$ cat src/rtl/mc_ctrl_pkg.sv
// Shared types and constants for the multi-cycle MIPS control FSM.
// Provides the state encoding, MIPS-I opcode/funct constants, ALU control
// codes, datapath mux encodings and the packed control word the FSM emits.
package mc_ctrl_pkg;

  localparam int unsigned OP_W       = 6;
  localparam int unsigned FUNCT_W    = 6;
  localparam int unsigned ALU_CTRL_W = 4;
  localparam int unsigned STATE_W    = 4;

  typedef enum logic [STATE_W-1:0] {
    S_FETCH     = 4'd0,
    S_DECODE    = 4'd1,
    S_MEM_ADDR  = 4'd2,
    S_MEM_READ  = 4'd3,
    S_MEM_WB    = 4'd4,
    S_MEM_WRITE = 4'd5,
    S_R_EXEC    = 4'd6,
    S_R_WB      = 4'd7,
    S_BRANCH    = 4'd8,
    S_JUMP      = 4'd9,
    S_ADDI_EX   = 4'd10,
    S_ADDI_WB   = 4'd11,
    S_HALT      = 4'd12
  } state_e;

  localparam logic [OP_W-1:0] OP_RTYPE = 6'h00;
  localparam logic [OP_W-1:0] OP_J     = 6'h02;
  localparam logic [OP_W-1:0] OP_BEQ   = 6'h04;
  localparam logic [OP_W-1:0] OP_ADDI  = 6'h08;
  localparam logic [OP_W-1:0] OP_LW    = 6'h23;
  localparam logic [OP_W-1:0] OP_SW    = 6'h2B;

  localparam logic [FUNCT_W-1:0] FN_ADD = 6'h20;
  localparam logic [FUNCT_W-1:0] FN_SUB = 6'h22;
  localparam logic [FUNCT_W-1:0] FN_AND = 6'h24;
  localparam logic [FUNCT_W-1:0] FN_OR  = 6'h25;
  localparam logic [FUNCT_W-1:0] FN_SLT = 6'h2A;

  localparam logic [ALU_CTRL_W-1:0] ALU_AND = 4'b0000;
  localparam logic [ALU_CTRL_W-1:0] ALU_OR  = 4'b0001;
  localparam logic [ALU_CTRL_W-1:0] ALU_ADD = 4'b0010;
  localparam logic [ALU_CTRL_W-1:0] ALU_SUB = 4'b0110;
  localparam logic [ALU_CTRL_W-1:0] ALU_SLT = 4'b0111;

  // What the FSM asks of the ALU; FUNCT defers to the instruction's funct field.
  typedef enum logic [1:0] {
    ALU_REQ_NONE  = 2'b00,
    ALU_REQ_ADD   = 2'b01,
    ALU_REQ_SUB   = 2'b10,
    ALU_REQ_FUNCT = 2'b11
  } alu_req_e;

  typedef enum logic [1:0] {
    SRCB_REG      = 2'b00,
    SRCB_FOUR     = 2'b01,
    SRCB_IMM      = 2'b10,
    SRCB_IMM_SHL2 = 2'b11
  } alu_src_b_e;

  typedef enum logic [1:0] {
    PCSRC_ALU    = 2'b00,
    PCSRC_ALUOUT = 2'b01,
    PCSRC_JUMP   = 2'b10
  } pc_source_e;

  // Per-state control word produced by the FSM decode.
  typedef struct packed {
    logic       pc_write;
    logic       pc_write_cond;
    logic       iord;
    logic       mem_read;
    logic       mem_write;
    logic       ir_write;
    logic       reg_write;
    logic       reg_dst;
    logic       mem_to_reg;
    logic       alu_src_a;
    alu_src_b_e alu_src_b;
    pc_source_e pc_source;
    alu_req_e   alu_req;
    logic       instr_done;
    logic       halted;
  } ctrl_t;

  // True for the R-type funct codes the datapath supports.
  function automatic logic is_rtype_funct(input logic [FUNCT_W-1:0] f);
    return (f == FN_ADD) || (f == FN_SUB) || (f == FN_AND) ||
           (f == FN_OR)  || (f == FN_SLT);
  endfunction

endpackage

$ cat src/rtl/multicycle_ctrl_if.sv
// Control/status bundle between the multi-cycle controller and the datapath.
// master: controller (reads IR fields, zero flag, mem_ready; drives controls).
// slave : datapath/memory side (drives IR fields and status; reads controls).
interface multicycle_ctrl_if;
  import mc_ctrl_pkg::*;

  logic [OP_W-1:0]       opcode;
  logic [FUNCT_W-1:0]    funct;
  logic                  zero;
  logic                  mem_ready;

  logic                  pc_en;
  logic                  iord;
  logic                  mem_read;
  logic                  mem_write;
  logic                  ir_write;
  logic                  reg_write;
  logic                  reg_dst;
  logic                  mem_to_reg;
  logic                  alu_src_a;
  logic [1:0]            alu_src_b;
  logic [1:0]            pc_source;
  logic [ALU_CTRL_W-1:0] alu_ctrl;
  logic                  instr_done;
  logic                  halted;

  modport master (
    input  opcode, funct, zero, mem_ready,
    output pc_en, iord, mem_read, mem_write, ir_write, reg_write, reg_dst,
           mem_to_reg, alu_src_a, alu_src_b, pc_source, alu_ctrl,
           instr_done, halted
  );

  modport slave (
    output opcode, funct, zero, mem_ready,
    input  pc_en, iord, mem_read, mem_write, ir_write, reg_write, reg_dst,
           mem_to_reg, alu_src_a, alu_src_b, pc_source, alu_ctrl,
           instr_done, halted
  );

endinterface

$ cat src/rtl/multicycle_ctrl_alu_control.sv
// ALU operation decoder: maps the FSM's ALU request and the R-type funct
// field onto the 4-bit ALU control code. Purely combinational.
//   alu_req  in  FSM request (none/add/sub/by-funct)
//   funct    in  IR[5:0]
//   alu_ctrl out ALU operation code
module alu_control
  import mc_ctrl_pkg::*;
(
  input  alu_req_e              alu_req,
  input  logic [FUNCT_W-1:0]    funct,
  output logic [ALU_CTRL_W-1:0] alu_ctrl
);

  always_comb begin
    alu_ctrl = ALU_AND;
    case (alu_req)
      ALU_REQ_ADD: alu_ctrl = ALU_ADD;
      ALU_REQ_SUB: alu_ctrl = ALU_SUB;
      ALU_REQ_FUNCT: begin
        case (funct)
          FN_ADD:  alu_ctrl = ALU_ADD;
          FN_SUB:  alu_ctrl = ALU_SUB;
          FN_AND:  alu_ctrl = ALU_AND;
          FN_OR:   alu_ctrl = ALU_OR;
          FN_SLT:  alu_ctrl = ALU_SLT;
          default: alu_ctrl = ALU_ADD;
        endcase
      end
      default: alu_ctrl = ALU_AND;
    endcase
  end

endmodule

$ cat src/rtl/multicycle_ctrl.sv
// Multi-cycle MIPS control FSM. Steps each instruction through
// FETCH/DECODE/EXECUTE/MEMORY/WRITEBACK, stalls on mem_ready in the memory
// states and parks in a sticky HALT on unsupported encodings.
//   clk    in  system clock
//   reset  in  asynchronous active-low reset (forces FETCH and zero outputs)
//   bus    master side of multicycle_ctrl_if (IR fields, zero, mem_ready in;
//          datapath controls, instr_done, halted out)
module multicycle_ctrl
  import mc_ctrl_pkg::*;
(
  input  logic              clk,
  input  logic              reset,
  multicycle_ctrl_if.master bus
);

  state_e                state_q;
  state_e                state_d;
  ctrl_t                 ctrl_c;
  ctrl_t                 ctrl_o;
  logic [ALU_CTRL_W-1:0] alu_ctrl_c;

  // State register
  always_ff @(posedge clk or negedge reset) begin
    if (!reset) begin
      state_q <= S_FETCH;
    end else begin
      state_q <= state_d;
    end
  end

  // Next-state and Moore control decode
  always_comb begin
    state_d = state_q;
    ctrl_c  = '0;
    case (state_q)
      S_FETCH: begin
        ctrl_c.mem_read  = 1'b1;
        ctrl_c.alu_src_b = SRCB_FOUR;
        ctrl_c.alu_req   = ALU_REQ_ADD;
        ctrl_c.pc_source = PCSRC_ALU;
        // IR and PC only load on the cycle the fetch actually completes
        if (bus.mem_ready) begin
          ctrl_c.ir_write = 1'b1;
          ctrl_c.pc_write = 1'b1;
          state_d         = S_DECODE;
        end
      end
      S_DECODE: begin
        // Speculatively form the branch target into ALUOut
        ctrl_c.alu_src_b = SRCB_IMM_SHL2;
        ctrl_c.alu_req   = ALU_REQ_ADD;
        case (bus.opcode)
          OP_RTYPE: state_d = is_rtype_funct(bus.funct) ? S_R_EXEC : S_HALT;
          OP_LW,
          OP_SW:    state_d = S_MEM_ADDR;
          OP_BEQ:   state_d = S_BRANCH;
          OP_J:     state_d = S_JUMP;
          OP_ADDI:  state_d = S_ADDI_EX;
          default:  state_d = S_HALT;
        endcase
      end
      S_MEM_ADDR: begin
        ctrl_c.alu_src_a = 1'b1;
        ctrl_c.alu_src_b = SRCB_IMM;
        ctrl_c.alu_req   = ALU_REQ_ADD;
        state_d          = (bus.opcode == OP_SW) ? S_MEM_WRITE : S_MEM_READ;
      end
      S_MEM_READ: begin
        ctrl_c.mem_read = 1'b1;
        ctrl_c.iord     = 1'b1;
        if (bus.mem_ready) state_d = S_MEM_WB;
      end
      S_MEM_WB: begin
        ctrl_c.reg_write  = 1'b1;
        ctrl_c.mem_to_reg = 1'b1;
        ctrl_c.instr_done = 1'b1;
        state_d           = S_FETCH;
      end
      S_MEM_WRITE: begin
        ctrl_c.mem_write = 1'b1;
        ctrl_c.iord      = 1'b1;
        // Store retires on the cycle memory accepts it
        if (bus.mem_ready) begin
          ctrl_c.instr_done = 1'b1;
          state_d           = S_FETCH;
        end
      end
      S_R_EXEC: begin
        ctrl_c.alu_src_a = 1'b1;
        ctrl_c.alu_src_b = SRCB_REG;
        ctrl_c.alu_req   = ALU_REQ_FUNCT;
        state_d          = S_R_WB;
      end
      S_R_WB: begin
        ctrl_c.reg_write  = 1'b1;
        ctrl_c.reg_dst    = 1'b1;
        ctrl_c.instr_done = 1'b1;
        state_d           = S_FETCH;
      end
      S_BRANCH: begin
        ctrl_c.alu_src_a     = 1'b1;
        ctrl_c.alu_src_b     = SRCB_REG;
        ctrl_c.alu_req       = ALU_REQ_SUB;
        ctrl_c.pc_write_cond = 1'b1;
        ctrl_c.pc_source     = PCSRC_ALUOUT;
        ctrl_c.instr_done    = 1'b1;
        state_d              = S_FETCH;
      end
      S_JUMP: begin
        ctrl_c.pc_write   = 1'b1;
        ctrl_c.pc_source  = PCSRC_JUMP;
        ctrl_c.instr_done = 1'b1;
        state_d           = S_FETCH;
      end
      S_ADDI_EX: begin
        ctrl_c.alu_src_a = 1'b1;
        ctrl_c.alu_src_b = SRCB_IMM;
        ctrl_c.alu_req   = ALU_REQ_ADD;
        state_d          = S_ADDI_WB;
      end
      S_ADDI_WB: begin
        ctrl_c.reg_write  = 1'b1;
        ctrl_c.instr_done = 1'b1;
        state_d           = S_FETCH;
      end
      S_HALT: begin
        ctrl_c.halted = 1'b1;
        state_d       = S_HALT;
      end
      default: begin
        // Unreachable encodings are treated as a fault
        state_d = S_HALT;
      end
    endcase
  end

  alu_control u_alu_control (
    .alu_req  (ctrl_c.alu_req),
    .funct    (bus.funct),
    .alu_ctrl (alu_ctrl_c)
  );

  // Outputs drop to zero the moment reset is asserted, without waiting for clk
  assign ctrl_o = reset ? ctrl_c : '0;

  assign bus.pc_en      = ctrl_o.pc_write | (ctrl_o.pc_write_cond & bus.zero);
  assign bus.iord       = ctrl_o.iord;
  assign bus.mem_read   = ctrl_o.mem_read;
  assign bus.mem_write  = ctrl_o.mem_write;
  assign bus.ir_write   = ctrl_o.ir_write;
  assign bus.reg_write  = ctrl_o.reg_write;
  assign bus.reg_dst    = ctrl_o.reg_dst;
  assign bus.mem_to_reg = ctrl_o.mem_to_reg;
  assign bus.alu_src_a  = ctrl_o.alu_src_a;
  assign bus.alu_src_b  = ctrl_o.alu_src_b;
  assign bus.pc_source  = ctrl_o.pc_source;
  assign bus.alu_ctrl   = reset ? alu_ctrl_c : '0;
  assign bus.instr_done = ctrl_o.instr_done;
  assign bus.halted     = ctrl_o.halted;

endmodule

$ cat src/flat_wrapper.sv
// flat-port wrapper written by rule: the top's interface ports become plain ports
module multicycle_ctrl_flat import mc_ctrl_pkg::*;
  (clk, reset, bus_opcode, bus_funct, bus_zero, bus_mem_ready, bus_pc_en, bus_iord, bus_mem_read, bus_mem_write, bus_ir_write, bus_reg_write, bus_reg_dst, bus_mem_to_reg, bus_alu_src_a, bus_alu_src_b, bus_pc_source, bus_alu_ctrl, bus_instr_done, bus_halted);
  multicycle_ctrl_if bus_i ();
  input  logic clk;
  input  logic reset;
  input wire logic [$bits(bus_i.opcode)-1:0] bus_opcode;
  input wire logic [$bits(bus_i.funct)-1:0] bus_funct;
  input wire logic [$bits(bus_i.zero)-1:0] bus_zero;
  input wire logic [$bits(bus_i.mem_ready)-1:0] bus_mem_ready;
  output wire logic [$bits(bus_i.pc_en)-1:0] bus_pc_en;
  output wire logic [$bits(bus_i.iord)-1:0] bus_iord;
  output wire logic [$bits(bus_i.mem_read)-1:0] bus_mem_read;
  output wire logic [$bits(bus_i.mem_write)-1:0] bus_mem_write;
  output wire logic [$bits(bus_i.ir_write)-1:0] bus_ir_write;
  output wire logic [$bits(bus_i.reg_write)-1:0] bus_reg_write;
  output wire logic [$bits(bus_i.reg_dst)-1:0] bus_reg_dst;
  output wire logic [$bits(bus_i.mem_to_reg)-1:0] bus_mem_to_reg;
  output wire logic [$bits(bus_i.alu_src_a)-1:0] bus_alu_src_a;
  output wire logic [$bits(bus_i.alu_src_b)-1:0] bus_alu_src_b;
  output wire logic [$bits(bus_i.pc_source)-1:0] bus_pc_source;
  output wire logic [$bits(bus_i.alu_ctrl)-1:0] bus_alu_ctrl;
  output wire logic [$bits(bus_i.instr_done)-1:0] bus_instr_done;
  output wire logic [$bits(bus_i.halted)-1:0] bus_halted;
  assign bus_i.opcode = bus_opcode;
  assign bus_i.funct = bus_funct;
  assign bus_i.zero = bus_zero;
  assign bus_i.mem_ready = bus_mem_ready;
  assign bus_pc_en = bus_i.pc_en;
  assign bus_iord = bus_i.iord;
  assign bus_mem_read = bus_i.mem_read;
  assign bus_mem_write = bus_i.mem_write;
  assign bus_ir_write = bus_i.ir_write;
  assign bus_reg_write = bus_i.reg_write;
  assign bus_reg_dst = bus_i.reg_dst;
  assign bus_mem_to_reg = bus_i.mem_to_reg;
  assign bus_alu_src_a = bus_i.alu_src_a;
  assign bus_alu_src_b = bus_i.alu_src_b;
  assign bus_pc_source = bus_i.pc_source;
  assign bus_alu_ctrl = bus_i.alu_ctrl;
  assign bus_instr_done = bus_i.instr_done;
  assign bus_halted = bus_i.halted;
  multicycle_ctrl u_core (.clk(clk), .reset(reset), .bus(bus_i));
endmodule
$ cat config.mk
export PLATFORM = sky130hd
export DESIGN_NAME = multicycle_ctrl_flat
export DESIGN_NICKNAME = d
export VERILOG_FILES = /design/src/rtl/mc_ctrl_pkg.sv /design/src/rtl/multicycle_ctrl_if.sv /design/src/rtl/multicycle_ctrl_alu_control.sv /design/src/rtl/multicycle_ctrl.sv /design/src/flat_wrapper.sv
export SDC_FILE = /design/constraint.sdc
export NUM_CORES = 1
export LEC_CHECK = 0
export BUFFER_PORTS_ARGS = -buffer_cell sky130_fd_sc_hd__buf_4
export CAP_MARGIN = 40
export CORE_MARGIN = 5
export CORE_UTILIZATION = 35
export CTS_CLUSTER_SIZE = 14
export DETAILED_ROUTE_END_ITERATION = 10
export MAX_ROUTING_LAYER = met4
export SLEW_MARGIN = 25
export SYNTH_ARGS = -nofsm -noshare
export SYNTH_HDL_FRONTEND = slang
export SYNTH_SLANG_ARGS = --single-unit
$ cat constraint.sdc
create_clock -name clk -period 1.86 [get_ports clk]
set_input_delay 0.186 -clock clk [delete_from_list [all_inputs] [get_ports clk]]
set_output_delay 0.186 -clock clk [all_outputs]
set_load 0.01 [all_outputs]
Word level (Yosys, flattened, before mapping):

Cells that the tools add are included.

* output and inout bits: 19
* register bits after elaboration: 4
* logic and storage cells: 73
* bits of input ports: 16

* bitwise logic cells: 2
* equality and inequality tests: 28
* reduce and logical (&&, ||, !) cells: 15
* mux-type cells: 27

Operator list (count)
* == test 6 bit (second input constant): 7
* one-hot mux 4 bit (8 select lines): 1
* == test 4 bit (second input constant): 5
* one-hot mux 4 bit (5 select lines): 1
* 2-to-1 mux 18 bit: 1
* == test 4 x 3 -> 1 bit (second input constant): 4
* 2-to-1 mux 4 bit: 4
* one-hot mux 2 bit (3 select lines): 2
* one-hot mux 3 bit (4 select lines): 1
* 2-to-1 mux 1 bit: 11
* one-hot mux 3 bit (3 select lines): 1
* == test 4 x 2 -> 1 bit (second input constant): 2
* OR reduction 2 bit: 4
* OR reduction 4 bit: 2
* == test 6 x 2 -> 1 bit (second input constant): 1
* == test 6 x 3 -> 1 bit (second input constant): 1
* == test 6 x 4 -> 1 bit (second input constant): 1
* logical NOT 6 bit: 1
* 2-to-1 mux 3 bit: 2
* inequality test 2 bit (second input constant): 3
* OR reduction 5 bit: 1
* == test 2 bit (second input constant): 2
* == test 4 x 1 -> 1 bit (second input constant): 1
* logical NOT 4 bit: 1
* other kinds (8): 12

Logic depth before layout (Yosys ltp):

Gate-level depths: netlist of run 1.

* depth after elaboration: 8
* depth in mapped cells: 6
* gate-level depth less buffers: 5

By module:

A second synthesis of run 1 with hierarchy kept.

* cell total of the unflattened synthesis: 121
* area, all modules: 832.0 µm²

Modules (own cells, without submodules)
* multicycle_ctrl: cells an instance 109, area each 740.7 µm², instances 1, seq. area each 100.1 µm²
* alu_control: cells an instance 12, area each 91.3 µm², instances 1, seq. area each 0.0 µm²

Least setup slack after synthesis of run 1:

OpenSTA, ideal clock, no wires.

* kind: register -> output
* from: register u_core.state_q[3]
* to: output port bus_alu_ctrl[1]
* stages on the path, launching flop included: 7
* data arrival time: 1.393 ns
* path slack: 0.281 ns
* required time: 1.674 ns
* cell sequence: dfrtp_1 -> clkbuf_8 -> buf_2 -> nor2_1 -> nor3b_1 -> nor2_1 -> a31oi_1

* longest elaborated chain between the ends: 6

Ends and longest elaborated chain
* start, declared: line multicycle_ctrl.sv:16 `state_e state_q;`
* start signal, assigned: line multicycle_ctrl.sv:27 `state_q <= state_d;`
* == test 4 x 1 -> 1 bit (tied with other cells): line multicycle_ctrl.sv:35 `case (state_q)`
* OR reduction 4 bit (no line)
* one-hot mux 2 bit (3 select lines) *: line multicycle_ctrl.sv:35
* == test 2 bit / == test 2 x 1 -> 1 bit (equally long branches): line multicycle_ctrl_alu_control.sv:16 `case (alu_req)`
* one-hot mux 3 bit (3 select lines) *: line multicycle_ctrl_alu_control.sv:16
* 2-to-1 mux 3 bit *: line multicycle_ctrl.sv:157 `assign bus.alu_ctrl = reset ? alu_ctrl_c : '0;`
* end, declared: line flat_wrapper.sv:22 `output wire logic [$bits(bus_i.alu_ctrl)-1:0] bus_alu_ctrl;`

Every way passes the cells marked *; elsewhere a longest branch is shown, timed or not.

Worst setup path after layout of run 1:

* from: register u_core.state_q[1]
* to: output port bus_alu_ctrl[2]

Same word-level chain as after synthesis.

==> results of run 1 <==
repair_timing:
action                                  in CTS  in global routing
hold buffers                                 1                  0
endpoints found under the hold margin        4                  0
endpoints found under the setup margin       0                  5
gates resized for setup                      0                  4
worst max-delay path, delay by kind of cell (launching register included):
family / cells / cell delay [ps]
buffers and inverters: 2 / 380
AO/OA/AOI/OAI: 1 / 140
AND/OR/NAND/NOR: 1 / 370
flip-flops: 1 / 470
area by class of cell:
| cell class | instances | area share |
|---|---|---|
| multi-input combinational | 102 | 0.5563 |
| sequential | 4 | 0.09030 |
| clock buffer | 3 | 0.02007 |
| timing repair buffer | 43 | 0.2899 |
| inverter | 3 | 0.01003 |
| tap | 30 | 0.03344 |
metrics by stage:
stage,setup slack [ps],instance area [um2],power [mW],std cells,hold slack [ps]
after floorplan,280.6,855.8,0.1323,123,-109.6
after global placement,310.0,1072,0.1582,181,24.57
after detailed placement,259.1,1072,0.1596,181,24.09
after CTS,5.894,1105,0.2757,185,324.0
after global routing,17.33,1122,0.2940,185,352.8
final,71.52,1122,0.2701,185,326.3
cells in the mapped netlist:
cell type / number
nor4b_4: 1
nor3_1: 8
or4_1: 1
and4_1: 3
nor2b_1: 2
and3_1: 1
a211o_1: 1
clkbuf_1: 2
a22oi_1: 1
a21oi_1: 8
nand3_1: 7
nor3b_1: 3
a211oi_1: 1
a32oi_1: 1
nand2_1: 10
a21bo_2: 1
nand2b_1: 4
xor2_1: 2
nor2_1: 17
conb_1: 1
o21ai_0: 8
o31ai_1: 2
a221oi_1: 1
buf_2: 4
o22ai_1: 1
nor4_1: 1
nand3b_1: 1
dfrtp_1: 4
or3_1: 1
clkbuf_8: 3
xnor2_1: 2
a2111oi_0: 1
a31oi_1: 1
buf_4: 1
clkbuf_2: 1
mux2i_1: 2
nand4_1: 3
buf_6: 2
o21a_1: 1
a22o_1: 1
o2111ai_1: 1
inv_1: 3
bufbuf_16: 1
nor4b_1: 2
metal layers:
layer,vias to the layer above,GRT usage
met3,9,0.03704
met4,0,0.05502
met2,47,0.2293
li1,509,-
met5,-,-
met1,476,0.1964
power breakdown:
| group | switching, mW | leakage, nW | internal, mW | total, mW |
|---|---|---|---|---|
| clock | 0.0368 | 0.0138 | 0.0722 | 0.109 |
| sequential | 0 | 0.0451 | 0.0875 | 0.0875 |
| combinational | 0.0372 | 0.402 | 0.0364 | 0.0737 |
cell families after synthesis:
logic type                count (synthesis)  synth area share
xor gates and xnor gates                  4           0.04094
muxes                                     2           0.02339
buffers and inverters                    17            0.1725
AOI/OAI and AO/OA                        30            0.2252
other                                     1          0.004382
and+or+nand+nor                          65            0.4167
DFF                                       4            0.1170
layout by cell type, fill, tap and decap left out, types with 2 or more instances in the layout:
cell and count:
o21ai_0 8, inv_1 3, nand4_1 3, xnor2_1 2
nand2b_1 4, nor3_1 7, nor2_1 17, nor3b_1 2
nand3_1 7, mux2i_1 2, nor4b_1 2, buf_4 42
dfrtp_1 3, nor2b_1 2, clkbuf_4 3, nand2_1 10
a21oi_1 8, and4_1 3, xor2_1 2, o31ai_1 2
worst paths after layout:
path / startpoint / to / cells after the start
setup reg to reg: u_core.state_q[0] / u_core.state_q[3] / 6
hold / removal: bus_opcode[5] / u_core.state_q[3] / 4
max in group asynchronous: reset / u_core.state_q[3] / 2
hold reg to reg: u_core.state_q[2] / u_core.state_q[2] / 2
min in group asynchronous: reset / u_core.state_q[2] / 2
setup / recovery: u_core.state_q[1] / bus_alu_ctrl[2] / 4
==> flow_metrics.env, run 1 <==
export IMPL_cp_required_ps=1670
export IMPL_gp_congestion=0.8708
export IMPL_m1WireLength_um=1114
export IMPL_period_needed_ps=1788
export IMPL_antennaDiodeCount=0
export IMPL_setup_viol=0
export IMPL_hold_violations=0
export IMPL_drc=0
export IMPL_die_h_um=59.45
export IMPL_dieArea_um2=3534
export IMPL_top_layer="met4"
export IMPL_h_tree_depth=1
export IMPL_finalCritPeriodShare=0.9615
export IMPL_vias=1041
export IMPL_syn2layout_area_growth_pct=31.14
export IMPL_clk_latency_ps=240
export IMPL_fin_nets=173
export IMPL_drt_first_iter_violations=43
export IMPL_cts_tree="done"
export IMPL_fin_util=0.4657
export IMPL_critPathLaunchType="register"
export IMPL_ys_types=44
export IMPL_io_buffers=33
export IMPL_clock_sinks=4
export IMPL_multiInputGateArea_um2=624.3
export IMPL_syn_num_nets=139
export IMPL_max_freq_mhz=559.1
export IMPL_worst_clock_skew_ps=6.777
export IMPL_ant_nets=0
export IMPL_clockBufferDepth=2
export IMPL_grt_usage=0.1524
export IMPL_synth_area_per_cell_um2=6.958
export IMPL_vias_per_cell=5.627
export IMPL_reg_top3="u_core.state_q: 4 flops"
export IMPL_cts_buffers=3
export IMPL_grt_pass1_vias=998
export IMPL_grt_overflow=0
export IMPL_antenna_found_initial=0
export IMPL_dp_hpwl_um=1968
export IMPL_ys_ff_latch=4
export IMPL_synthCells=123
export IMPL_arrival_ps=1600
export IMPL_regArea_um2=101.3
export IMPL_cpMostUsedCell="buf_4"
export IMPL_rrSetupSlack_ps=350
export IMPL_path_clk_slew_ps=30
export IMPL_routed_wl_um=2511
export IMPL_wl_met2_um=1191
export IMPL_first_pass_iters=4
export IMPL_ys_warn_count=0
export IMPL_ys_seq_area_frac=0.1170
export IMPL_start_util=0.3551
export IMPL_num_rows=18
export IMPL_netlist_area_um2=855.8
export IMPL_cp_max_fo=16
export IMPL_slew_viol_final=0
export IMPL_fill_cells=248
export IMPL_path_cells="buf_4 -> or3_1 -> a21oi_1 -> buf_4"
export IMPL_cts_root_buf="clkbuf_4"
export IMPL_leakage_nw=0.4610
export IMPL_grt_setup_unrepaired="false"
export IMPL_endpoint_kind="output port"
export IMPL_grt_pass1_wl_um=4022
export IMPL_worstSetupPathType="reg2out"
export IMPL_die_x_um=59.45
export IMPL_cpPeakStageDelay_ps=470
export IMPL_largest_reg_flops=4
export IMPL_drive_gt1_frac=0.3290
export IMPL_io_pins=35
export IMPL_ir_worst_vdd_v=0.0002507
export IMPL_wl_met3_um=155
export IMPL_tns_ps=0
export IMPL_status="finished, final reports clean"
export IMPL_top_register="u_core.state_q"
export IMPL_cts_setup_buffers=0
export IMPL_wl_per_cell_um=13.57
export IMPL_synth_area_leaders="dfrtp_1, nor2_1, clkbuf_8"
export IMPL_coreArea_um2=2410
export IMPL_cp_slowest_cell="dfrtp_1"
export IMPL_yosys_area_top_type="dfrtp_1"
export IMPL_maxCapViolations=0
export IMPL_synth_top_area_frac=0.1170
export IMPL_hold_class="in2reg"
export IMPL_grt_max_degree=17
export IMPL_power_density_nw_per_um2=240.7
Power figures use the tool's default switching activity.
==> run 2: changes to the inputs <==
ABC_AREA = 1   (was default)
SYNTH_HIERARCHICAL = 1   (was default)
==> run 2 against run 1 <==
The flow now finishes with violations (setup timing). Core utilization grew 17 points. Maximum frequency shrank 6.0%. Cell area grew 25%. Combinational power grew to 18 times the previous value. Critical path type unchanged. Critical endpoint is now bus_alu_ctrl[1]. Largest power group is now combinational cells. Highest routed layer unchanged.
==> flow_metrics.env, run 2 <==
export IMPL_ant_nets=0
export IMPL_hold_class="in2async"
export IMPL_dp_hpwl_um=2014
export IMPL_fin_nets=242
export IMPL_cts_root_buf="clkbuf_4"
export IMPL_clock_sinks=4
export IMPL_gp_congestion=1.002
export IMPL_synthCells=165
export IMPL_setup_viol=1
export IMPL_cp_required_ps=1670
export IMPL_hold_violations=0
export IMPL_crit_path_end="bus_alu_ctrl[1]"
export IMPL_wl_per_cell_um=10.46
export IMPL_io_buffers=33
export IMPL_grt_max_degree=14
export IMPL_worstSetupPathType="reg2out"
export IMPL_vias_per_cell=4.556
export IMPL_die_h_um=58.35
export IMPL_fin_ws_ps=-42.99
export IMPL_r2r_start="u_core/state_q[0]"
export IMPL_switching_power_uw=747.6
export IMPL_yosys_area_top_type="nand2_1"
export IMPL_status="finished, violations left"
export IMPL_ys_warn_count=6
export IMPL_drc=0
export IMPL_antennaDiodeCount=0
export IMPL_slew_viol_final=0
export IMPL_path_clk_slew_ps=40
export IMPL_swShare=0.4597
export IMPL_critPathLaunchType="register"
export IMPL_finalCritPeriodShare=1.023
export IMPL_synth_top_area_frac=0.2064
export IMPL_fill_cells=209
export IMPL_top_register="u_core/state_q"
export IMPL_num_rows=17
export IMPL_ys_seq_area_frac=0.1223
export IMPL_period_needed_ps=1903
export IMPL_cts_tree="done"
export IMPL_dpl_worst_slack_ps=58.89
export IMPL_violations="setup timing"
export IMPL_endpoint_kind="output port"
export IMPL_first_pass_iters=4
export IMPL_vias=1148
export IMPL_reg_top3="u_core/state_q: 4 flops"
export IMPL_h_tree_depth=1
export IMPL_synthFlopType="dfrtp_1"
export IMPL_ys_types=26
export IMPL_grt_overflow=0
export IMPL_syn2layout_area_growth_pct=71.71
export IMPL_drt_first_iter_violations=27
export IMPL_antenna_found_initial=0
export IMPL_total_power_mw=1.626
export IMPL_synth_area_leaders="nand2_1, inv_1, nor2_1"
export IMPL_start_util=0.3699
export IMPL_leakage_nw=0.8301
export IMPL_yosysMostFrequentCell="nand2_1"
export IMPL_grt_setup_unrepaired="true"
export IMPL_grt_usage=0.1581
export IMPL_maxCapViolations=0
export IMPL_clk_latency_ps=230
export IMPL_p_clk_frac=0.065
export IMPL_async_reset_ff_frac=1.000
export IMPL_r2r_end="u_core/state_q[2]"
export IMPL_coreArea_um2=2212
export IMPL_max_freq_mhz=525.5
export IMPL_largest_reg_flops=4
export IMPL_cp_startpoint="u_core/state_q[0]"
export IMPL_rrSetupSlack_ps=390
export IMPL_power_frac_comb=0.816
export IMPL_cts_buffers=3
export IMPL_synth_edf_count=0
export IMPL_cp_max_fo=4
export IMPL_dieArea_um2=3405
export IMPL_clockBufferDepth=2
export IMPL_ys_ff_latch=4
export IMPL_synthTopCellsByCount="nand2_1, inv_1, nor2_1"
export IMPL_grt_pass1_vias=1020
export IMPL_seq_power_share=0.119
export IMPL_worst_clock_skew_ps=2.125
export IMPL_netlist_area_um2=818.3
export IMPL_synth_area_per_cell_um2=4.959
export IMPL_routed_wl_um=2635
export IMPL_die_x_um=58.35
export IMPL_io_pins=35
export IMPL_syn_num_nets=181
export IMPL_grt_pass1_wl_um=4243
export IMPL_final_common_cell="buf_4"
export IMPL_p_int_uw=878.6
export IMPL_reg2reg_depth=11
export IMPL_final_cell_mix="buf_4, nand2_1, inv_1"
export IMPL_power_density_nw_per_um2=1157
export IMPL_arrival_ps=1720
export IMPL_drive_gt1_frac=0.4286
export IMPL_ir_worst_vdd_v=0.0006548
-- run 2: layout make-up --
cell class / count / area (um2) / area share
timing repair buffer: 58 / 461.7 / 0.3286
clock buffer: 3 / 22.52 / 0.01603
sequential: 4 / 105.1 / 0.07480
inverter: 40 / 158.9 / 0.1131
tap: 28 / 35.03 / 0.02493
multi-input combinational: 119 / 621.8 / 0.4426
-- run 2: repair_timing --
action                     in CTS  in global routing
setup endpoints to repair       3                  5
gates resized for setup        22                 14
setup buffers                   7                  9
hold buffers                    1                  0
pin swaps                       3                  8
gates cloned                    0                  0
hold endpoints to repair        4                  0
-- run 2: per-stage QoR --
stage	cells	utilization	TNS (ps)	hold slack [ps]	cell area, um2
2_1_floorplan	165	-	0	-109.6	818.3
3_3_place_gp	232	0.5164	0	21.74	1142
3_5_place_dp	232	0.5164	0	20.92	1142
4_1_cts	243	0.5814	-0.2338	312.3	1286
5_1_grt	252	0.6352	-347.0	309.3	1405
6_report	252	0.6352	-42.99	318.6	1405
-- run 2: kinds of logic (layout without fill, tap and decap cells) --
group                  after synthesis  in the layout  share of synthesized area
AND/OR/NAND/NOR                    104            104                     0.5657
buffers and inverters               42            101                     0.2064
AO/OA/AOI/OAI                       14             14                     0.1009
flip-flops                           4              4                     0.1223
other                                1              1                   0.004583
-- run 2: power by group through the flow --
stage / clock [mW] / combinational [mW] / sequential, mW
6_report: 0.106 / 1.33 / 0.194
5_1_grt: 0.126 / 1.45 / 0.199
4_1_cts: 0.112 / 1.11 / 0.187
3_5_place_dp: 0 / 0.916 / 0.168
3_3_place_gp: 0 / 0.917 / 0.166
2_1_floorplan: 0 / 0.539 / 0.158
-- run 2: how the worst min path moves through the flow --
stage | to | slack, ps | cells after the start
6_report | u_core/state_q[0] | 320 | 2
5_1_grt | u_core/state_q[0] | 310 | 2
4_1_cts | u_core/state_q[1] | 310 | 2
3_5_place_dp | u_core/state_q[0] | 20 | 1
3_3_place_gp | u_core/state_q[0] | 20 | 1
2_1_floorplan | u_core/state_q[0] | -110 | 0
-- run 2: critical path: stages (launching register included) --
cell,delay (ps)
dfrtp_2,440
inv_2,100
nor2_4,50
nand2_2,90
clkinv_4,60
nor2_4,110
nand3_2,90
or2_4,230
nand2_1,70
inv_1,40
nand2_2,60
inv_2,30
buf_6,110
-- run 2: per-layer routing --
layer / wire length [um] / GRT usage / part of all wire
met5: 0 / - / 0
met2: 1324 / 0.2759 / 0.50
met4: 16 / 0.01987 / 0.0061
met3: 211 / 0.03728 / 0.080
met1: 1083 / 0.1886 / 0.41
==> run 3: changes to the inputs <==
CORE_ASPECT_RATIO = 0.7   (was default)
==> run 3 against run 2 <==
The flow still finishes with violations (setup timing). Clock power is essentially flat. Clock skew grew 3.5 ps. Clock-buffer cell count is the same. Routed wire length grew 4.3%. First-iteration DRC count grew to 3.1 times the previous value. Die area grew 0.46%. Critical path depth grew 2. Maximum frequency grew 0.75%. Final cell count grew 1.2%. Critical endpoint unchanged.
==> flow_metrics.env, run 3 (same netlist as run 2, synthesis figures left out) <==
export IMPL_status="finished, violations left"
export IMPL_violations="setup timing"
export IMPL_leakage_nw=0.8349
export IMPL_cts_root_buf="clkbuf_4"
export IMPL_cts_buffers=3
export IMPL_dp_hpwl_um=2008
export IMPL_clockBufferDepth=2
export IMPL_worstSetupPathType="reg2out"
export IMPL_drive_gt1_frac=0.4170
export IMPL_cp_max_fo=3
export IMPL_grt_max_degree=14
export IMPL_grt_setup_unrepaired="true"
export IMPL_start_util=0.3737
export IMPL_max_freq_mhz=529.4
export IMPL_io_pins=35
export IMPL_fin_nets=241
export IMPL_grt_pass1_vias=1038
export IMPL_dieArea_um2=3420
export IMPL_clk_latency_ps=240
export IMPL_syn2layout_area_growth_pct=70.80
export IMPL_first_pass_iters=4
export IMPL_top_register="u_core/state_q"
export IMPL_clock_sinks=4
export IMPL_vias_per_cell=4.584
export IMPL_gp_congestion=0.9177
export IMPL_placed_cells=234
export IMPL_critPathLaunchType="register"
export IMPL_hold_class="in2async"
export IMPL_io_buffers=33
export IMPL_period_needed_ps=1889
export IMPL_fin_ws_ps=-28.82
export IMPL_ir_worst_vdd_v=0.0006840
export IMPL_grt_overflow=0
export IMPL_routed_wl_um=2748
export IMPL_largest_reg_flops=4
export IMPL_hold_violations=0
export IMPL_cts_tree="done"
export IMPL_setup_viol=1
export IMPL_worst_clock_skew_ps=5.583
export IMPL_reg_top3="u_core/state_q: 4 flops"
export IMPL_grt_pass1_wl_um=4429
export IMPL_final_cell_mix="buf_4, nand2_1, inv_1"
export IMPL_arrival_ps=1700
export IMPL_antenna_found_initial=0
export IMPL_final_instance_count_excl_fill=255
export IMPL_power_density_nw_per_um2=1157
export IMPL_grt_usage=0.1706
export IMPL_finalCritPeriodShare=1.015
export IMPL_path_clk_slew_ps=40
export IMPL_tns_ps=-28.82
export IMPL_maxCapViolations=0
export IMPL_drt_first_iter_violations=83
export IMPL_vias=1169
export IMPL_slew_viol_final=0
export IMPL_die_x_um=67.79
export IMPL_num_rows=14
export IMPL_wl_per_cell_um=10.78
export IMPL_ant_nets=0
export IMPL_antennaDiodeCount=0
export IMPL_final_common_cell="buf_4"
export IMPL_drc=0
export IMPL_die_h_um=50.46
export IMPL_h_tree_depth=1
export IMPL_fill_cells=199
export IMPL_cp_required_ps=1670
export IMPL_endpoint_kind="output port"
export IMPL_coreArea_um2=2190
run 3: worst paths after layout:
check	cells past startpoint	start	endpoint	slack, ps
max	14	u_core/state_q[1]	bus_alu_ctrl[1]	-30
min	2	reset	u_core/state_q[1]	330
max reg2reg	8	u_core/state_q[2]	u_core/state_q[0]	420
min reg2reg	2	u_core/state_q[3]	u_core/state_q[3]	650
max in group asynchronous	2	reset	u_core/state_q[3]	1370
min in group clk	4	bus_mem_ready	u_core/state_q[1]	380
run 3: what timing repair did:
action,4_1_cts,5_1_grt
hold endpoints to repair,4,0
gates resized for setup,27,9
endpoints found under the setup margin,2,7
setup buffers,13,5
hold buffers,1,0
pin swaps,9,7
run 3: routing by layer:
metal | share of wire | global-route usage | wire (um)
met1 | 0.44 | 0.2194 | 1196
met2 | 0.43 | 0.2649 | 1171
met3 | 0.13 | 0.05134 | 344
met4 | 0.013 | 0.03300 | 36
met5 | 0 | - | 0
run 3: through the flow:
stage / instance area (um2) / hold slack (ps) / utilization / power, mW / setup WS [ps]
floorplan: 818.3 / -109.6 / - / 0.6965 / 261.7
global placement: 1132 / 22.85 / 0.5171 / 1.075 / 127.4
global route: 1398 / 347.3 / 0.6383 / 1.759 / -126.5
detailed placement: 1132 / 21.27 / 0.5171 / 1.071 / 59.18
CTS: 1343 / 310.1 / 0.6131 / 1.509 / 8.265
finish: 1398 / 334.7 / 0.6383 / 1.618 / -28.82
run 3: area by class of cell:
type	instances	area, um2	share of cell area
Timing Repair Buffer	57	449.2	0.3214
Inverter	40	158.9	0.1137
Sequential cell	4	103.9	0.07431
Clock buffer	3	22.52	0.01611
Tap cell	32	40.04	0.02865
Multi-Input combinational cell	119	623.1	0.4458
run 3: power by group:
part / internal, mW / leakage (nW) / switching, mW / total [mW]
logic: 0.659 / 0.773 / 0.659 / 1.32
registers: 0.129 / 0.0480 / 0.0635 / 0.192
clock network: 0.0721 / 0.0138 / 0.0353 / 0.107
run 3: worst max-delay path, cell delays in order, from the launching register on:
cell and delay (ps):
dfrtp_1 410, buf_6 140, nor2_4 140, nand2_4 80, clkinv_4 60, nor2_4 30
nand3_2 80, nand2_2 80, inv_2 50, nand4_1 90, nand2_1 70, inv_1 30
nand2_1 60, inv_2 40, buf_6 110
